## src/rtl/ram_copy_engine.sv

```systemverilog
// RAM copy/fill engine: bus initiator for the 256x16 data RAM.
// Copies a block of words between address ranges, or fills a range with a
// constant. It uses the RAM's existing RAM_READ and RAM_WRITE command words.
//
// state | meaning
// IDLE  | waiting for start
// REQ   | requesting the bus, waiting for grant
// READ  | issuing RAM_READ of cur_src, capturing read_data
// WRITE | issuing RAM_WRITE of cur_dst, advancing pointers
// DONE  | one-cycle completion pulse
module ram_copy_engine #(
   parameter int DATA_WIDTH = 16,
   parameter int ADDR_WIDTH = 8
) (
   input  logic                  clk,
   input  logic                  reset,
   input  logic                  start,
   input  logic                  mode,
   input  logic [ADDR_WIDTH-1:0] src_addr,
   input  logic [ADDR_WIDTH-1:0] dst_addr,
   input  logic [ADDR_WIDTH:0]   length,
   input  logic [DATA_WIDTH-1:0] fill_value,
   output logic                  bus_req,
   input  logic                  bus_gnt,
   output logic [DATA_WIDTH-1:0] opcode,
   output logic [DATA_WIDTH-1:0] operand,
   output logic [DATA_WIDTH-1:0] write_data,
   output logic                  read_enable,
   output logic                  write_enable,
   input  logic [DATA_WIDTH-1:0] read_data,
   output logic                  busy,
   output logic                  done,
   output logic                  error,
   output logic [ADDR_WIDTH:0]   words_done
);

   localparam logic [DATA_WIDTH-1:0] OP_RAM_READ  = DATA_WIDTH'(16'h9200);
   localparam logic [DATA_WIDTH-1:0] OP_RAM_WRITE = DATA_WIDTH'(16'h9100);
   // Largest legal job: every address exactly once.
   localparam logic [ADDR_WIDTH:0]   MAX_LEN      = {1'b1, {ADDR_WIDTH{1'b0}}};

   typedef enum logic [2:0] {
      S_IDLE  = 3'd0,
      S_REQ   = 3'd1,
      S_READ  = 3'd2,
      S_WRITE = 3'd3,
      S_DONE  = 3'd4
   } state_t;

   state_t                state_q, state_d;
   logic                  mode_q, mode_d;
   logic [ADDR_WIDTH-1:0] src_q, src_d;
   logic [ADDR_WIDTH-1:0] dst_q, dst_d;
   logic [ADDR_WIDTH:0]   rem_q, rem_d;
   logic [ADDR_WIDTH:0]   wd_q, wd_d;
   logic [DATA_WIDTH-1:0] fill_q, fill_d;
   logic [DATA_WIDTH-1:0] data_q, data_d;
   logic                  error_q, error_d;

   // State and job registers; reset abandons any job in flight.
   always_ff @(posedge clk) begin
      if (reset) begin
         state_q <= S_IDLE;
         mode_q  <= 1'b0;
         src_q   <= '0;
         dst_q   <= '0;
         rem_q   <= '0;
         wd_q    <= '0;
         fill_q  <= '0;
         data_q  <= '0;
         error_q <= 1'b0;
      end else begin
         state_q <= state_d;
         mode_q  <= mode_d;
         src_q   <= src_d;
         dst_q   <= dst_d;
         rem_q   <= rem_d;
         wd_q    <= wd_d;
         fill_q  <= fill_d;
         data_q  <= data_d;
         error_q <= error_d;
      end
   end

   // Next-state, datapath updates and bus command outputs.
   always_comb begin
      state_d      = state_q;
      mode_d       = mode_q;
      src_d        = src_q;
      dst_d        = dst_q;
      rem_d        = rem_q;
      wd_d         = wd_q;
      fill_d       = fill_q;
      data_d       = data_q;
      error_d      = error_q;
      bus_req      = 1'b0;
      opcode       = '0;
      operand      = '0;
      write_data   = '0;
      read_enable  = 1'b0;
      write_enable = 1'b0;
      done         = 1'b0;

      unique case (state_q)
         S_IDLE: begin
            if (start) begin
               mode_d  = mode;
               src_d   = src_addr;
               dst_d   = dst_addr;
               rem_d   = length;
               fill_d  = fill_value;
               wd_d    = '0;
               error_d = 1'b0;
               if (length == '0) begin
                  state_d = S_DONE;
               end else if (length > MAX_LEN) begin
                  error_d = 1'b1;
                  state_d = S_DONE;
               end else begin
                  state_d = S_REQ;
               end
            end
         end
         S_REQ: begin
            bus_req = 1'b1;
            if (bus_gnt) state_d = mode_q ? S_WRITE : S_READ;
         end
         S_READ: begin
            bus_req = 1'b1;
            if (bus_gnt) begin
               opcode      = OP_RAM_READ;
               operand     = DATA_WIDTH'(src_q);
               read_enable = 1'b1;
               data_d      = read_data;
               state_d     = S_WRITE;
            end
         end
         S_WRITE: begin
            bus_req = 1'b1;
            if (bus_gnt) begin
               opcode       = OP_RAM_WRITE;
               operand      = DATA_WIDTH'(dst_q);
               write_enable = 1'b1;
               write_data   = mode_q ? fill_q : data_q;
               src_d        = src_q + 1'b1;
               dst_d        = dst_q + 1'b1;
               wd_d         = wd_q + 1'b1;
               rem_d        = rem_q - 1'b1;
               if (rem_q == (ADDR_WIDTH+1)'(1)) state_d = S_DONE;
               else if (!mode_q)                state_d = S_READ;
            end
         end
         S_DONE: begin
            done    = 1'b1;
            state_d = S_IDLE;
         end
         default: state_d = S_IDLE;
      endcase
   end

   assign busy       = (state_q != S_IDLE);
   assign error      = error_q;
   assign words_done = wd_q;

endmodule

```

## config.mk

```make
export PLATFORM = sky130hd
export DESIGN_NAME = ram_copy_engine
export DESIGN_NICKNAME = d
export VERILOG_FILES = /design/src/rtl/ram_copy_engine.sv
export SDC_FILE = /design/constraint.sdc
export NUM_CORES = 1
export LEC_CHECK = 0
export CAP_MARGIN = 20
export CORE_MARGIN = 1.5
export CORE_UTILIZATION = 35
export DETAILED_ROUTE_END_ITERATION = 6
export GPL_ROUTABILITY_DRIVEN = 0
export GPL_TIMING_DRIVEN = 0
export PLACE_DENSITY = 0.65
export SYNTH_ARGS = -nofsm -noshare
export SYNTH_HDL_FRONTEND = slang
export SYNTH_SLANG_ARGS = --single-unit
export TNS_END_PERCENT = 30
```

## constraint.sdc

```tcl
create_clock -name clk -period 2 [get_ports clk]
set_clock_uncertainty 0.2 [all_clocks]
set_input_delay 0.2 -clock clk [delete_from_list [all_inputs] [get_ports clk]]
set_output_delay 0.2 -clock clk [all_outputs]
set_load 0.1 [all_outputs]
```

[Word level (Yosys, flattened, before mapping)]
Index checks and enable logic that the tools add are counted.
Storage, ports and cells
  logic and storage cells: 71
  output and inout bits: 63
  flip-flop bits (word level): 71
  bits of input ports: 62
Operators by class
  magnitude comparators: 1
  multiplexer cells: 38
  add/subtract/negate cells: 4
  reductions and logical operators: 9
  eq/ne operators: 10
Operators with widths (number)
  $mux 16: 5
  $mux 8: 6
  $pmux 8 s2: 3
  $mux 9: 4
  $pmux 9 s2: 2
  $pmux 16 s2: 1
  $mux 3: 8
  $add 8x1->8 const B: 2
  $pmux 3 s4: 1
  $add 9x1->9 const B: 1
  $eq 9x1->1 const B: 1
  $gt 9x9->1 const B: 1
  $logic_not 9->1: 1
  $sub 9x1->9 const B: 1
  $mux 1: 8
  $ne 2x2->1 const B: 4
  $eq 3x2->1 const B: 2
  $reduce_and 5->1: 1
  $reduce_and 2->1: 2
  $eq 3x1->1 const B: 1
  $eq 3x3->1 const B: 1
  $logic_not 3->1: 1
  $ne 3x3->1 const B: 1
  $reduce_and 3->1: 1
  other kinds (3): 3

[Depth between registers and ports, before layout]
Gate-level depths: netlist of run 1.
  depth in word-level cells: 5
  gate-level depth with buffers: 7
  gate-level depth less buffers: 7

[Least setup slack after synthesis of run 1]
No wires, ideal clock.
  kind: register to output
  start: reg mode_q
  end: out write_data[10]
  stages on the path, launching flop included: 5
  arrival: 2.364 ns
  path slack: -0.764 ns
  path buffers: 2
  cell sequence: dfxtp_1 buf_2 buf_1 mux2i_1 nor2_1
Between the ends
  longest elaborated chain between the ends: 3
RTL lines
  from (decl): RTL line 51  | logic mode_q, mode_d;
  from (signal assigned): RTL line 74  | mode_q <= mode_d;
  $mux 16: RTL line 144  | write_data = mode_q ? fill_q : data_q;
  $mux 16: RTL line 140  | if (bus_gnt) begin
  $mux 16: RTL line 104  | unique case (state_q)
  to (decl): RTL line 27  | output logic [DATA_WIDTH-1:0] write_data,
No other way between the ends.

[Worst setup path after layout of run 1]
  start: reg state_q[2]
  end: out write_data[0]
Between the ends
  longest elaborated chain between the ends: 2
RTL lines
  from (decl): RTL line 50  | state_t state_q, state_d;
  from (signal assigned): RTL line 73  | state_q <= state_d;
  $eq 3x2->1: RTL line 104
  $mux 16: RTL line 104
No other way between the ends.

==> results of run 1 <==
-- critical path: stages, from the launching register on --
cell	delay, ns
sky130_fd_sc_hd__dfxtp_2	0.34
sky130_fd_sc_hd__buf_6	0.12
sky130_fd_sc_hd__nand4b_4	0.25
sky130_fd_sc_hd__buf_4	0.21
sky130_fd_sc_hd__nor2_2	0.17
sky130_fd_sc_hd__buf_12	0.20
-- power breakdown --
| group | switching (mW) | internal, mW |
|---|---|---|
| sequential | 0.128 | 1.54 |
| combinational | 0.884 | 0.565 |
| clock | 0.617 | 0.849 |
-- layout by cell type (no fill, tap or decap), types with 10 or more instances in the layout --
cell / n
sky130_fd_sc_hd__buf_12: 22
sky130_fd_sc_hd__nor2_1: 23
sky130_fd_sc_hd__buf_4: 42
sky130_fd_sc_hd__nor2_4: 13
sky130_fd_sc_hd__nor2_2: 13
sky130_fd_sc_hd__mux2i_2: 10
sky130_fd_sc_hd__nand3_1: 10
sky130_fd_sc_hd__a21oi_1: 61
sky130_fd_sc_hd__nand2_1: 84
sky130_fd_sc_hd__buf_6: 23
sky130_fd_sc_hd__clkdlybuf4s50_1: 60
sky130_fd_sc_hd__mux2i_1: 12
sky130_fd_sc_hd__inv_1: 12
sky130_fd_sc_hd__o21ai_1: 10
sky130_fd_sc_hd__dfxtp_1: 68
sky130_fd_sc_hd__o21ai_0: 10
sky130_fd_sc_hd__conb_1: 20
-- area by class of cell --
class / instances / area [µm²]
fill: 1008 / 4720
multi-input combinational: 377 / 2410
sequential: 71 / 1430
timing repair buffer: 123 / 1380
buffer: 53 / 449
tap: 140 / 175
clock inverter: 7 / 128
clock buffer: 9 / 124
inverter: 15 / 73.8
-- kinds of logic after synthesis --
family | after synthesis | synth area share [%]
AND/OR/NAND/NOR | 193 | 23.7
AO/OA/AOI/OAI | 125 | 19.4
flip-flops | 71 | 36.1
buffers and inverters | 70 | 10.7
multiplexers | 25 | 6.35
XOR/XNOR | 8 | 1.78
adder cells (fa/ha/maj) | 6 | 1.90
other | 1 | 0.0951
-- path summary, 6_finish.rpt --
path	slack, ns	startpoint	cells past startpoint	end
worst max register to register	0.05	state_q[1]	6	dst_q[0]
worst min register to register	0.26	error	2	error
worst max-delay path	-0.04	state_q[2]	5	write_data[0]
worst min-delay path	0.20	fill_value[2]	3	fill_q[2]
-- registers in the layout (all words and copies together) (netlist names) --
register / count
state_q: 3
src_q: 8
words_done: 9
error: 1
rem_q: 9
fill_q: 16
mode_q: 1
dst_q: 8
data_q: 16
-- through the flow --
step | hold WS, ns | worst slack (ns) | area (µm²) | utilization (%)
final | 0.201 | -0.0370 | 6170 | 56.7
after global routing | 0.211 | -0.0962 | 6170 | 56.7
after CTS | 0.185 | -0.199 | 6030 | 55.4
after detailed placement | 0.247 | -1.52 | 5350 | 49.1
after global placement | 0.242 | -1.50 | 5350 | 49.1
after floorplan | 0.136 | -0.286 | 4130 | -
-- timing repair --
item | 4_1_cts | 5_1_grt
setup endpoints to repair | 71 | 67
cloned | 1 | 0
pin swaps | 8 | 13
endpoints found under the hold margin | 0 | 0
resized for setup | 320 | 60
buffers inserted | 16 | 3
-- per-layer routing --
metal	vias up	routed length, µm
met5	-	0
met4	0	297
met3	26	778
met2	154	6010
met1	1875	5170
li1	1996	-
==> results.txt, run 1 <==
- The run finished, with violations left.
- Violated checks: negative setup slack
- For this run, the number of standard cells in the final layout without fillers is 795.
- Clock-pin slew was measured on the worst setup and hold paths at 0.09 ns.
- Headroom to the max-slew limit came out at 32.7%.
- The final count of pins violating max slew came to 0.
* Hold_buf cts: 0
- Fraction of registers with async set/reset: 0%
* Global-route met2 utilization: 34.8%
* Area overhead of the layout relative to synthesis: 56.6%
- Critical path arrival: 1.64 ns
* Nature of the critical path endpoint: primary output
- Average wire per cell in the routed design: 15.4 µm
- The tool flagged a number of max-cap violations equal to 0.
- GRT busiest layer: met2
- Via-to-Cell Ratio: 5.10
* Area leader, netlist: sky130_fd_sc_hd__dfxtp_1
- Diode insertion count for antenna repair: 0
- Averaged over all synthesized cells, the footprint is 7.90 µm².
- Path class of the lowest-slack min-delay path: primary input to flip-flop
- Number of levels the H-tree was split into: 3
- Distinct cell type count after synthesis: 58
* Leakage dissipation: 2.36 nW
- Detailed placer's ending HPWL: 8430 µm
- Sequential fraction of the synthesis area: 36.1%
- Post-route DRC: 0
- Global routing used 4.30% of the available met3 tracks.
* Pwr dens: 742 mW/mm²
- Entering global routing, the biggest net connects 18 pins.
- Setup TNS Final: -0.0748 ns
* Max VDD drop: 448 µV
- The final critical path takes up 102% of the cycle.
* Max Fanout on Critical Path: 8
* Top post-synthesis cells by area: sky130_fd_sc_hd__dfxtp_1 (36%), sky130_fd_sc_hd__a21oi_1 (8.0%), sky130_fd_sc_hd__nand2_1 (8.0%), sky130_fd_sc_hd__mux2i_1 (6.3%), sky130_fd_sc_hd__buf_4 (5.0%)
- For this block, the via count after detailed routing is 4051.
- Synthesis produced 499 cells.
- After detailed placement, the design holds a cell count of 762.
- Wire length reported by the detailed router: 12300 µm
- Highest Clock Rate: 491 MHz
- Global routing used 20.4% of the available tracks.
* Die Span Y: 109 µm
- CTS buffer count: 9
- Category of the critical setup timing path: flip-flop to primary output
* Number of top-level pins: 125
- Crit path launch type: flip-flop
* Flip-flop and latch count after synthesis: 71
- The region available for standard cell placement spans 0.0109 mm².
- Data on the critical path is required at its endpoint by 1.60 ns.
* Number of enable flip-flop cells after synthesis: 0
- Initial antenna violation count: 0
- Die Outline Area: 0.0119 mm²
- By count the netlist is led by sky130_fd_sc_hd__nand2_1 (84), sky130_fd_sc_hd__dfxtp_1 (71), sky130_fd_sc_hd__a21oi_1 (63), sky130_fd_sc_hd__nor2_1 (48), sky130_fd_sc_hd__buf_4 (26).
* Final critical path time including I/O delays and setup: 2.04 ns
* Dominant synthesized flop cell: sky130_fd_sc_hd__dfxtp_1
* Synth top area share: 36.1%
- During placement, the flow inserted port buffers numbering 104.
- Unrepaired setup endpoints after global routing: true
- Setup violations remaining at the end of the flow were counted as 6.
- At the pin with the least slew margin, the transition time is 1.01 ns.
- The floorplan step set the die width to 109 µm.
- After layout, the worst setup slack is -0.0370 ns.
* Initial core utilization: 36.2%
- Most frequent cell after synthesis: sky130_fd_sc_hd__nand2_1
* Final layout net count: 718
- The post-route netlist has 28.1% of its cells at a drive strength greater than 1.
- Clock root buffer: sky130_fd_sc_hd__clkbuf_8
* Via count of the first global-routing pass: 3922
- Drt initial violations: 220
* Count of nets left with antenna violations after detail routing: 0
- Power after layout: 4.58 mW
* Wire length of the first global-routing pass: 18900 µm
* Buffer levels on the longest clock path: 2
* Skew-Pair Late Insertion Delay: 0.35 ns
- Count of endpoints failing hold in the final timing report: 0
* Clock Sinks: 71
- Met1 usage: 25.2%
* Std-Cell Rows: 38
- Synthesized cell area: 0.00394 mm²
- TritonCTS clock tree: built
- For this run the aggregate overflow at the end of global routing stands at 0.
- The Yosys step of the flow raised 0 warnings.
- The first TritonRoute pass finished after 5 iterations.
No activity file was read; power rests on OpenSTA's default activity.
==> inputs of run 2 (changes only) <==
CELL_PAD_IN_SITES_DETAIL_PLACEMENT = 1   (was default)
CELL_PAD_IN_SITES_GLOBAL_PLACEMENT = 1   (was default)
CTS_CLUSTER_DIAMETER = 100   (was default)
PLACE_DENSITY = 0.86   (was 0.65)
clock period = 2.4 ns   (was 2 ns; I/O delays follow)
==> run 2 against run 1 <==
The flow now finishes without violations. Global-route usage up 3.7 points. Sequential share of layout area up 2.9 points. Cell count down 2.0%. Flip-flop and latch count unchanged. Combinational power down 25%. Wire length up 16%. Highest routed layer unchanged.
==> results.txt, run 2 (synthesis gave the netlist of run 1 again) <==
- Largest registers: data_q (16), fill_q (16)
- IR analysis of the VDD net gives a maximum drop of 319 µV.
* IO Port Bufs: 104
- Max-slew headroom at the worst pin: 32.4%
- The floorplan step set the die height to 109 µm.
- Wire length of the first global-routing pass: 22000 µm
- R2r startpoint: state_q[2]
* Category of the critical setup timing path: flip-flop to primary output
* Tot GR Track Use: 24.1%
* Std-Cell Rows: 38
- CTS built an H-tree with a depth of 3.
- Max Fanout on Critical Path: 4
- The die is 109 µm wide.
* Part of the cycle the worst path needs: 97.9%
* Router iterations before antenna repair: 4
- Setup slack of the critical path after layout: 0.0492 ns
- Path class of the lowest-slack min-delay path: primary input to flip-flop
- GR Overflow Total: 0
- The flow ran to the end, and the final reports show no timing, DRC or antenna violations.
- Initial antenna violation count: 0
* CTS buffer count: 9
- Traced cell by cell, the critical path runs through clkdlybuf4s50_1.
* Power after layout: 3.60 mW
* Area overhead of the layout relative to synthesis: 38.3%
* Average wire per cell in the routed design: 18.2 µm
- Buffer levels on the longest clock path: 2
* Detailed placer's ending HPWL: 10200 µm
- The tool flagged a number of max-cap violations equal to 0.
* Data required time of the worst path: 1.96 ns
- Pwr dens: 660 mW/mm²
* Clock root buffer: sky130_fd_sc_hd__clkbuf_8
* Min-Delay Endpoint: data_q[2]
- Multi-input gate area: 0.00220 mm²
- The detailed router finished its first iteration with 240 violations.
- Clock-pin transition on the worst setup and hold timing paths: 0.08 ns
* Wire length reported by the detailed router: 14200 µm
- 125 I/O pins were placed.
- Timing would allow up to 425 MHz.
* Max stage delay on crit path: 1.15 ns
- STA classifies the critical path startpoint as a flip-flop.
- The post-route netlist has 18.5% of its cells at a drive strength greater than 1.
- For the pin with the worst max-slew slack, the measured transition is 1.01 ns.
- Once the floorplan was initialized, standard cells occupied 36.2% of the core.
- Layout filler cell count: 1353
- Post-route DRC: 0
- Dividing the detail-routed via count by the number of cells gives 5.30.
- Before CTS, the worst setup slack after placement is -1.19 ns.
- Origin of the worst min-delay path: read_data[2]
- Die Outline Area: 0.0119 mm²
- Leakage dissipation: 2.18 nW
- In the final layout, flip-flops and latches occupy 0.00142 mm².
- Entering global routing, the biggest net connects 14 pins.
- TritonCTS built the clock tree.
- Once detail routing completed, the nets flagged for antenna violations numbered 0.
* Worst setup slack for register-to-register paths: 0.19 ns
* Commonest non-fill, non-tap cells in the layout: sky130_fd_sc_hd__nand2_1 (84), sky130_fd_sc_hd__dfxtp_1 (69), sky130_fd_sc_hd__clkdlybuf4s50_1 (67), sky130_fd_sc_hd__a21oi_1 (63), sky130_fd_sc_hd__nor2_1 (41)
- Critical path's slowest cell: sky130_fd_sc_hd__clkdlybuf4s50_1
- Measured in cells, the most critical reg-to-reg path has a length of 6.
- Critical path arrival: 1.91 ns
- Number of buffer and inverter instances along the worst setup path: 1
* Launching element of the worst setup path: words_done[0]
- Critical R2R Capture: rem_q[4]
- Setup TNS Final: 0 ns
- The final count of pins violating max slew is 0.
- The number of antenna diodes in the final layout is 0.
- Worst hold slack after final layout: 0.219 ns
- Most common cell after layout, fill and taps aside: sky130_fd_sc_hd__nand2_1
* Vias: 4130
* Skew-Pair Late Insertion Delay: 0.37 ns
- Broken down by cell family, the worst path's largest delay share belongs to buffers and inverters.
* Core region area: 0.0109 mm²
* Clock Sinks: 71
- Final critical path time including I/O delays and setup: 2.35 ns
- The final count of hold timing violations came to 0.
- Setup violations remaining at the end of the flow were counted as 0.
- STA classifies the critical path endpoint as a primary output.
- In the final design database the tool counted 702 nets.
- Min-Delay Path Depth: 3
- Via count of the first global-routing pass: 4327
run 2: cell count changes in the layout (fill, tap and decap cells not counted), moves of 6 or more:
cell / change
sky130_fd_sc_hd__buf_2: +16
sky130_fd_sc_hd__o21ai_0: +9
sky130_fd_sc_hd__buf_6: -11
sky130_fd_sc_hd__mux2i_2: -10
sky130_fd_sc_hd__buf_12: -21
sky130_fd_sc_hd__o21ai_1: -9
sky130_fd_sc_hd__mux2i_1: +13
sky130_fd_sc_hd__clkdlybuf4s50_1: +7
sky130_fd_sc_hd__clkbuf_2: -6
sky130_fd_sc_hd__nor2_4: -12
sky130_fd_sc_hd__nor2_1: +18
sky130_fd_sc_hd__nor2_2: -6
run 2: timing repair:
| item | 4_1_cts | 5_1_grt |
|---|---|---|
| pin swaps | 0 | 0 |
| gates resized for setup | 163 | 34 |
| endpoints found under the setup margin | 34 | 29 |
| setup buffers | 0 | 1 |
| hold buffers | 0 | 0 |
run 2: how the worst max path moves through the flow:
| stage | endpoint | slack [ns] | cells past startpoint |
|---|---|---|---|
| 6_report | words_done[0] | 0.05 | 1 |
| 2_1_floorplan | write_data[8] | -0.40 | 4 |
| 3_3_place_gp | opcode[9] | -1.14 | 7 |
| 3_5_place_dp | opcode[9] | -1.19 | 7 |
| 4_1_cts | busy | -0.05 | 3 |
| 5_1_grt | operand[1] | -0.005 | 5 |
run 2: power breakdown:
group | internal (mW) | switching (mW)
Clock | 0.619 | 0.501
Combinational | 0.374 | 0.717
Sequential | 1.28 | 0.106
Total | 2.28 | 1.32
run 2: cell type report:
| class | count | area share, % |
|---|---|---|
| multi-input cells | 377 | 40.3 |
| plain buffers | 55 | 6.93 |
| clock buffers | 10 | 2.53 |
| clock inverters | 6 | 1.72 |
| repair buffers | 105 | 18.1 |
| inverters | 15 | 1.08 |
| well taps | 140 | 3.21 |
| flip-flops and latches | 71 | 26.1 |
run 2: routing by layer:
layer	GRT usage (%)	up-vias	share of wire [%]
met5	0	-	0
met4	10.3	0	2.3
met3	4.42	26	5.1
met2	41.7	120	51
met1	29.0	2020	42
li1	-	1964	-
run 2: through the flow:
stage	instance area (µm²)	instances	util, %
global route	5450	779	50.1
CTS	5430	778	49.9
global placement	5250	762	48.2
detailed placement	5250	762	48.2
finish	5450	779	50.1
floorplan	4030	518	-
run 2: worst min-delay path, cell delays in order:
cell,delay [ns]
sky130_fd_sc_hd__clkdlybuf4s50_1,0.40
sky130_fd_sc_hd__nand2_1,0.05
sky130_fd_sc_hd__a21oi_1,0.05
==> inputs of run 3 (changes only) <==
CAP_MARGIN = default   (was 20)
CORE_MARGIN = 2   (was 1.5)
==> run 3 against run 2 <==
Maximum frequency is essentially flat. Largest power group is now clock. Combinational power is essentially flat. Clock power grew 28%. Via count grew 1.6%. Total power grew 8.6%.
==> results.txt, run 3 (synthesis gave the netlist of run 1 again) <==
* Category of the critical setup timing path: flip-flop to primary output
* Average wire per cell in the routed design: 18.0 µm
- Data required time of the worst path: 1.96 ns
- Counting tap cells, the placed design contains a total of 762 instances.
- Via count of the first global-routing pass: 4387
* Final core occ: 50.6%
* TritonCTS clock tree: built
* Final design area excluding fillers: 0.00553 mm²
- The worst setup path is launched from a flip-flop.
- The initial utilization of the core area, before any placement, comes to 36.0%.
- Leakage dissipation: 2.20 nW
* Post-route DRC: 0
- Setup violations remaining at the end of the flow were counted as 0.
- Tot GR Track Use: 23.4%
- For this run the aggregate overflow at the end of global routing stands at 0.
- Actual transition at the worst max-transition pin: 1.02 ns
- Detailed placer's ending HPWL: 10300 µm
- Largest registers: data_q (16), fill_q (16)
* Core region area: 0.0109 mm²
* Drt initial violations: 191
- For this design, the CTS-stage hold fixing added 0 buffers.
* Nature of the critical path endpoint: primary output
- Fill cells in the final layout number 1362.
- Entering global routing, the biggest net connects 13 pins.
* Initial antenna violation count: 0
* Instance area at placement: 0.00525 mm²
- After clock tree synthesis, the clock-pin slew on the worst setup and hold paths is 0.06 ns.
* Worst hold slack after final layout: 0.252 ns
- The worst hold path passes through 3 cells.
* Share of cells above drive strength 1: 18.5%
* Number of buffer and inverter instances along the worst setup path: 1
- Die width: 110 µm
- The worst hold path terminates at data_q[1].
- The finished layout holds 779 standard cells, fillers aside.
- Critical R2R Capture: state_q[0]
* Clock root buffer: sky130_fd_sc_hd__clkbuf_16
* Unrepaired setup endpoints after global routing: true
- Buffer levels on the longest clock path: 2
- On the critical path, the stage with the largest delay is an instance of sky130_fd_sc_hd__clkdlybuf4s50_1.
- Final Max Slew Viols: 0
* Register area: 0.00143 mm²
- Part of the cycle the worst path needs: 97.9%
- Final layout net count: 703
- Across the run, the number of max-cap violations was 0.
* Multi-input gate area: 0.00220 mm²
- Dividing the detail-routed via count by the number of cells gives 5.39.
* Number of top-level pins: 125
- Final critical path time including I/O delays and setup: 2.35 ns
- The startpoint identified for the worst hold timing path is read_data[1].
- Vias: 4198
- Commonest non-fill, non-tap cells in the layout: sky130_fd_sc_hd__nand2_1 (84), sky130_fd_sc_hd__dfxtp_1 (69), sky130_fd_sc_hd__clkdlybuf4s50_1 (69), sky130_fd_sc_hd__a21oi_1 (63), sky130_fd_sc_hd__buf_4 (46)
- Max-slew headroom at the worst pin: 31.9%
* Path class of the lowest-slack min-delay path: primary input to flip-flop
- The worst-case IR drop observed on VDD is 353 µV.
- Skew-Pair Late Insertion Delay: 0.34 ns
* Count of endpoints failing hold in the final timing report: 0
- Max Fanout on Critical Path: 4
- Count of nets left with antenna violations after detail routing: 0
- Timing would allow up to 426 MHz.
- The startpoint identified for the worst register-to-register timing path is rem_q[2].
* Number of levels the H-tree was split into: 3
- Wires add up to 14000 µm.
- Family with the most delay on the worst path: buffers and inverters
- Pwr dens: 707 mW/mm²
- Relative to the synthesized area, the layout overhead comes to 40.3%.
* Diode insertion count for antenna repair: 0
- The design draws 3.91 mW.
* Max stage delay on crit path: 1.17 ns
- CTS saw 71 sinks.
- The worst register-to-register path has a depth of 4.
- Critical path depth in cells: 1
* Die Outline Area: 0.0121 mm²
* Ordered list of cells on the worst path: clkdlybuf4s50_1
* Router iterations before antenna repair: 4
- IO Port Bufs: 104
- The run finished with clean final reports.
- Clock tree synthesis inserted a total of 9 buffers.
* Most common cell after layout, fill and taps aside: sky130_fd_sc_hd__nand2_1
* Critical path arrival: 1.91 ns
- The initialized floorplan defines 38 standard-cell rows.
- From bottom edge to top edge, the die measures 110 µm.
* Worst setup slack for register-to-register paths: 0.21 ns
- Wire length of the first global-routing pass: 21800 µm
run 3: area by class of cell:
class / instances / area share, %
tap: 140 / 3.17
multi-input combinational: 377 / 39.7
clock buffer: 9 / 4.07
buffer: 55 / 6.74
sequential: 71 / 25.8
clock inverter: 6 / 1.56
timing repair buffer: 106 / 17.9
inverter: 15 / 1.04
run 3: how the worst max path moves through the flow:
stage                   from  slack [ns]             to
6_report       words_done[0]        0.05  words_done[0]
2_1_floorplan         mode_q       -0.40  write_data[8]
3_3_place_gp         bus_gnt       -1.16      opcode[9]
5_1_grt                reset       -0.02      fill_q[7]
3_5_place_dp         bus_gnt       -1.19      opcode[9]
4_1_cts           state_q[0]       -0.10        bus_req
run 3: power breakdown:
part / internal, mW / leakage, nW / total (mW) / switching [mW]
sequential: 1.28 / 0.581 / 1.39 / 0.106
clock: 0.902 / 0.151 / 1.43 / 0.527
combinational: 0.375 / 1.47 / 1.09 / 0.714
run 3: metrics by stage:
step	setup TNS (ns)	worst slack [ns]
after floorplan	-3.60	-0.404
after global placement	-21.27	-1.16
after detailed placement	-23.77	-1.19
after CTS	-0.101	-0.101
after global routing	-0.0293	-0.0180
final	0	0.0499
run 3: repair_timing:
item	in CTS	in global routing
endpoints found under the hold margin	0	0
buffers inserted	0	2
pin swaps	0	0
gates resized for setup	168	22
setup endpoints to repair	33	26
run 3: layer usage:
layer	routed length, µm	up-vias	global-route usage (%)
li1	-	1967	-
met1	5540	2053	27.0
met2	7270	145	41.9
met3	821	33	4.29
met4	393	0	10.6
met5	0	-	0
run 3: worst reg2reg max path, stage by stage (launching register included):
cell and delay [ns]:
sky130_fd_sc_hd__dfxtp_1 0.35, sky130_fd_sc_hd__nor3_1 0.69, sky130_fd_sc_hd__nand4b_1 0.36, sky130_fd_sc_hd__a31oi_1 0.31, sky130_fd_sc_hd__mux2i_1 0.20
==> patch 1 (config.mk and constraints of run 1) <==
Change the parameter `ADDR_WIDTH` from 8 to 10.
--- a/src/rtl/ram_copy_engine.sv
+++ b/src/rtl/ram_copy_engine.sv
@@ -10,7 +10,7 @@
 // DONE  | one-cycle completion pulse
 module ram_copy_engine #(
    parameter int DATA_WIDTH = 16,
-   parameter int ADDR_WIDTH = 8
+   parameter int ADDR_WIDTH = 10
 ) (
    input  logic                  clk,
    input  logic                  reset,
Interface: changed (resized dst_addr, length, src_addr and words_done); port bits go from 125 to 133. No check against the original RTL was run, so the function may have changed too.
==> patch 1 against run 1 <==
The flow still finishes with violations (negative setup slack); global-route usage is 1.6 points higher; cell count is 14% higher; worst setup slack worse by 110 ps; synthesized area is 11% higher; design area is 17% higher; wire length is 23% higher; sequential cell count is 8 higher; fmax is 5.0% lower; synthesized cell count is 14% higher; total power is 4.6% higher.
==> patch 1: results <==
set metrics [dict create \
    portBuffers 113 \
    synth_cell_type_count 55 \
    synth_common_cells "86 x nand2_1, 79 x dfxtp_1, 71 x a21oi_1, 50 x nor2_1, 29 x o21ai_0" \
    dp_hpwl_um 10300 \
    worstMarginPinSlew_ps 1010 \
    root_buffer "clkbuf_16" \
    grt_pass1_vias 4554 \
    violations "negative setup slack" \
    drt_iter0_markers 458 \
    slowest_delay_ps 330 \
    grt_max_degree 18 \
    peakVddDrop_mv 0.488 \
    track_usage_pct 22.0 \
    fin_nets 809 \
    grt-ovfl-total 0 \
    fill_cells 1079 \
    setup_tns_ps -1930 \
    status "complete, but fails checks" \
    wire_per_inst_um 16.5 \
    yosysSeqAreaShare_pct 36.2 \
    yosysWarnings 0 \
    cts-htree-levels 3 \
    setup_ws_ps -145 \
    synthTopCellsByArea "dfxtp_1 36%, a21oi_1 8.1%, nand2_1 7.4%, mux2i_1 6.0%, nor2_1 4.3%" \
    grt_pass1_wl_um 22700 \
    vias_per_cell 5.29 \
    drive_gt1_share_pct 27.7 \
    path_max_fanout 7 \
    setup_viol 27 \
    reg_top3 "data_q x16, fill_q x16" \
    path_clk_slew_ps 60 \
    antenna_found_initial 0 \
    place_ws_ps -1450 \
    cp.arrival_ps 1740 \
    leakage_nw 2.66 \
    cp_slowest_cell "or2_4" \
    antenna_cells 0 \
]
[patch 1: changes by cell type after synthesis, sizes merged, moves of 5 or more]
cell and delta:
dfxtp +8, buf -8, clkbuf +13, a21oi +8
or4 +5, or3 +6, nand4 +6, o21ai +11
[patch 1: metal layers]
metal	up-vias	track usage, %	routed length [µm]
li1	2321	-	-
met3	33	4.92	1060
met1	2237	28.5	6410
met4	0	8.67	381
met2	215	35.5	7190
met5	-	0	0
[patch 1: worst max-delay path: cells and delay by family, from the launching register on]
| family | cells | cell delay, ps |
|---|---|---|
| buffers and inverters | 4 | 510 |
| DFF | 1 | 320 |
| and+or+nand+nor | 2 | 570 |
[patch 1: kinds of logic after synthesis]
| logic type | share of synthesized area [%] |
|---|---|
| AO/OA/AOI/OAI | 20.6 |
| AND/OR/NAND/NOR | 25.5 |
| XOR/XNOR | 1.20 |
| adder cells (fa/ha/maj) | 1.43 |
| multiplexers | 5.96 |
| buffers and inverters | 9.00 |
| other | 0.0859 |
| flip-flops | 36.2 |
[patch 1: power by group]
group,internal (mW),total [mW],leakage (nW),switching (mW)
clock,1.10,1.81,0.153,0.703
combinational,0.491,1.19,1.86,0.700
sequential,1.67,1.79,0.651,0.120
total,3.27,4.79,2.66,1.52
[patch 1: cell type report]
class                           count  area, µm²  share of cell area, %
Multi-Input combinational cell    431       2780                   38.5
Inverter                           18        100                   1.39
Buffer                             55        480                   6.66
Clock inverter                      6       93.8                   1.30
Tap cell                          168        210                   2.91
Timing Repair Buffer              142       1720                   23.8
Clock buffer                       10        229                   3.17
Sequential cell                    79       1600                   22.2
[patch 1: final timing paths]
kind	startpoint	end	slack, ps	cells after the start
worst max-delay path	state_q[2]$_SDFFE_PP0P_	opcode[9]	-140	6
worst max register to register	state_q[0]$_SDFFE_PP0P_	src_q[1]$_SDFFE_PP0P_	-90	6
worst min register to register	data_q[0]$_SDFFE_PP0P_	data_q[0]$_SDFFE_PP0P_	260	2
worst min-delay path	mode	mode_q$_SDFFE_PP0P_	210	3
[patch 1: stage by stage]
step	cells	total power [mW]	area (µm²)	utilization, %	hold WS [ps]
3_3_place_gp	869	2.80	6000	49.6	241
4_1_cts	898	4.71	6810	56.2	208
5_1_grt	909	4.97	7210	59.5	229
3_5_place_dp	869	2.82	6000	49.6	247
2_1_floorplan	588	2.50	4660	-	136
6_report	909	4.79	7210	59.5	208
[patch 1: what timing repair did]
action | CTS | global route
endpoints found under the setup margin | 108 | 91
buffers inserted | 13 | 14
pin swaps | 8 | 11
gates cloned | 2 | 0
gates resized for setup | 338 | 98
==> patch 2 (config.mk and constraints of run 1) <==
Made on the original files. Encoding of `state_t`: now one-hot (5 bits for 5 states).
--- a/src/rtl/ram_copy_engine.sv
+++ b/src/rtl/ram_copy_engine.sv
@@ -39,12 +39,12 @@
    // Largest legal job: every address exactly once.
    localparam logic [ADDR_WIDTH:0]   MAX_LEN      = {1'b1, {ADDR_WIDTH{1'b0}}};
 
-   typedef enum logic [2:0] {
-      S_IDLE  = 3'd0,
-      S_REQ   = 3'd1,
-      S_READ  = 3'd2,
-      S_WRITE = 3'd3,
-      S_DONE  = 3'd4
+   typedef enum logic [4:0] {
+      S_IDLE  = 5'b00001,
+      S_REQ   = 5'b00010,
+      S_READ  = 5'b00100,
+      S_WRITE = 5'b01000,
+      S_DONE  = 5'b10000
    } state_t;
 
    state_t                state_q, state_d;
Check against the original RTL: no difference found for any inputs over 4 cycles, from zero or initial values and one cycle with reset high; so few cycles prove little.
==> patch 2 against run 1 <==
The flow still finishes with violations (negative setup slack); total power shrank 23%; synthesized area shrank 1.7%; critical path type unchanged; via count grew 4.6%; hold slack lost 64 ps; worst setup slack lost 250 ps; first-iteration DRC count grew 19%; count of clock-buffer cells in the layout is the same; critical endpoint is now opcode[15]; sequential cell count grew 2; wire length grew 6.3%; design area grew 4.1%; cell count grew 1.3%.
==> patch 2: results <==
set metrics [dict create \
    r2r_end "rem_q[0]$_SDFFE_PP0P_" \
    vias_per_cell 5.26 \
    fill_cells 948 \
    synth_cell_type_count 54 \
    hold_slack_ps 136 \
    wl_met1_um 5680 \
    relSlewSlack_pct 37.2 \
    setup_ws_ps -288 \
    peakVddDrop_mv 0.354 \
    setup_viol 35 \
    status "complete, but fails checks" \
    grt_pass1_wl_um 20300 \
    worstHoldStart "reset" \
    multi_input_gates 382 \
    cp_slowest_cell "dfxtp_4" \
    drive_gt1_share_pct 28.6 \
    use_met3_pct 3.62 \
    slowest_delay_ps 360 \
    crit_end "opcode[15]" \
    drt_iter0_markers 262 \
    path_max_fanout 5 \
    register_area_mm2 0.00148 \
    layout.cells.non_filler 805 \
    wire_per_inst_um 16.2 \
    track_usage_pct 22.2 \
    reg2reg_depth 8 \
    synth_compound_area_share_pct 20.8 \
    inverters 10 \
    dp_hpwl_um 8980 \
    fin_nets 728 \
    grt_max_degree 16 \
    use_met1_pct 29.2 \
    whs_path_depth 2 \
    met2_wirelength_um 6210 \
    cts.sinks 73 \
    multi_input_area_mm2 0.00245 \
    ctsResizeCount 360 \
    cp.arrival_ps 1890 \
    whs_endpoint "dst_q[1]$_SDFFE_PP0P_" \
    leakage_nw 2.49 \
    violations "negative setup slack" \
    n_all_buffers 184 \
]
patch 2: changes by cell type after synthesis, moves of 4 or more:
cell | before | now
inv_1 | 13 | 9
a22o_1 | 0 | 7
nor2_1 | 48 | 43
nand2b_1 | 7 | 0
mux2i_1 | 25 | 17
nand2_1 | 84 | 102
o32ai_1 | 6 | 1
mux2_2 | 0 | 4
and2_1 | 7 | 1
buf_6 | 6 | 1
a21o_1 | 0 | 4
clkbuf_1 | 9 | 16
patch 2: power breakdown:
part           leakage, nW  total, mW  internal, mW  switching (mW)
clock               0.0884       1.11         0.472           0.642
combinational         1.81      0.814         0.312           0.502
sequential           0.598       1.60          1.52          0.0799
total                 2.49       3.53          2.31            1.22
patch 2: metrics by stage:
stage          area [µm²]  setup TNS [ps]  worst slack (ps)
2_1_floorplan        4200           -6960              -396
3_3_place_gp         5400          -50820             -1510
3_5_place_dp         5400          -52760             -1510
4_1_cts              6230           -9430              -308
5_1_grt              6420          -10210              -349
6_report             6420           -7140              -288
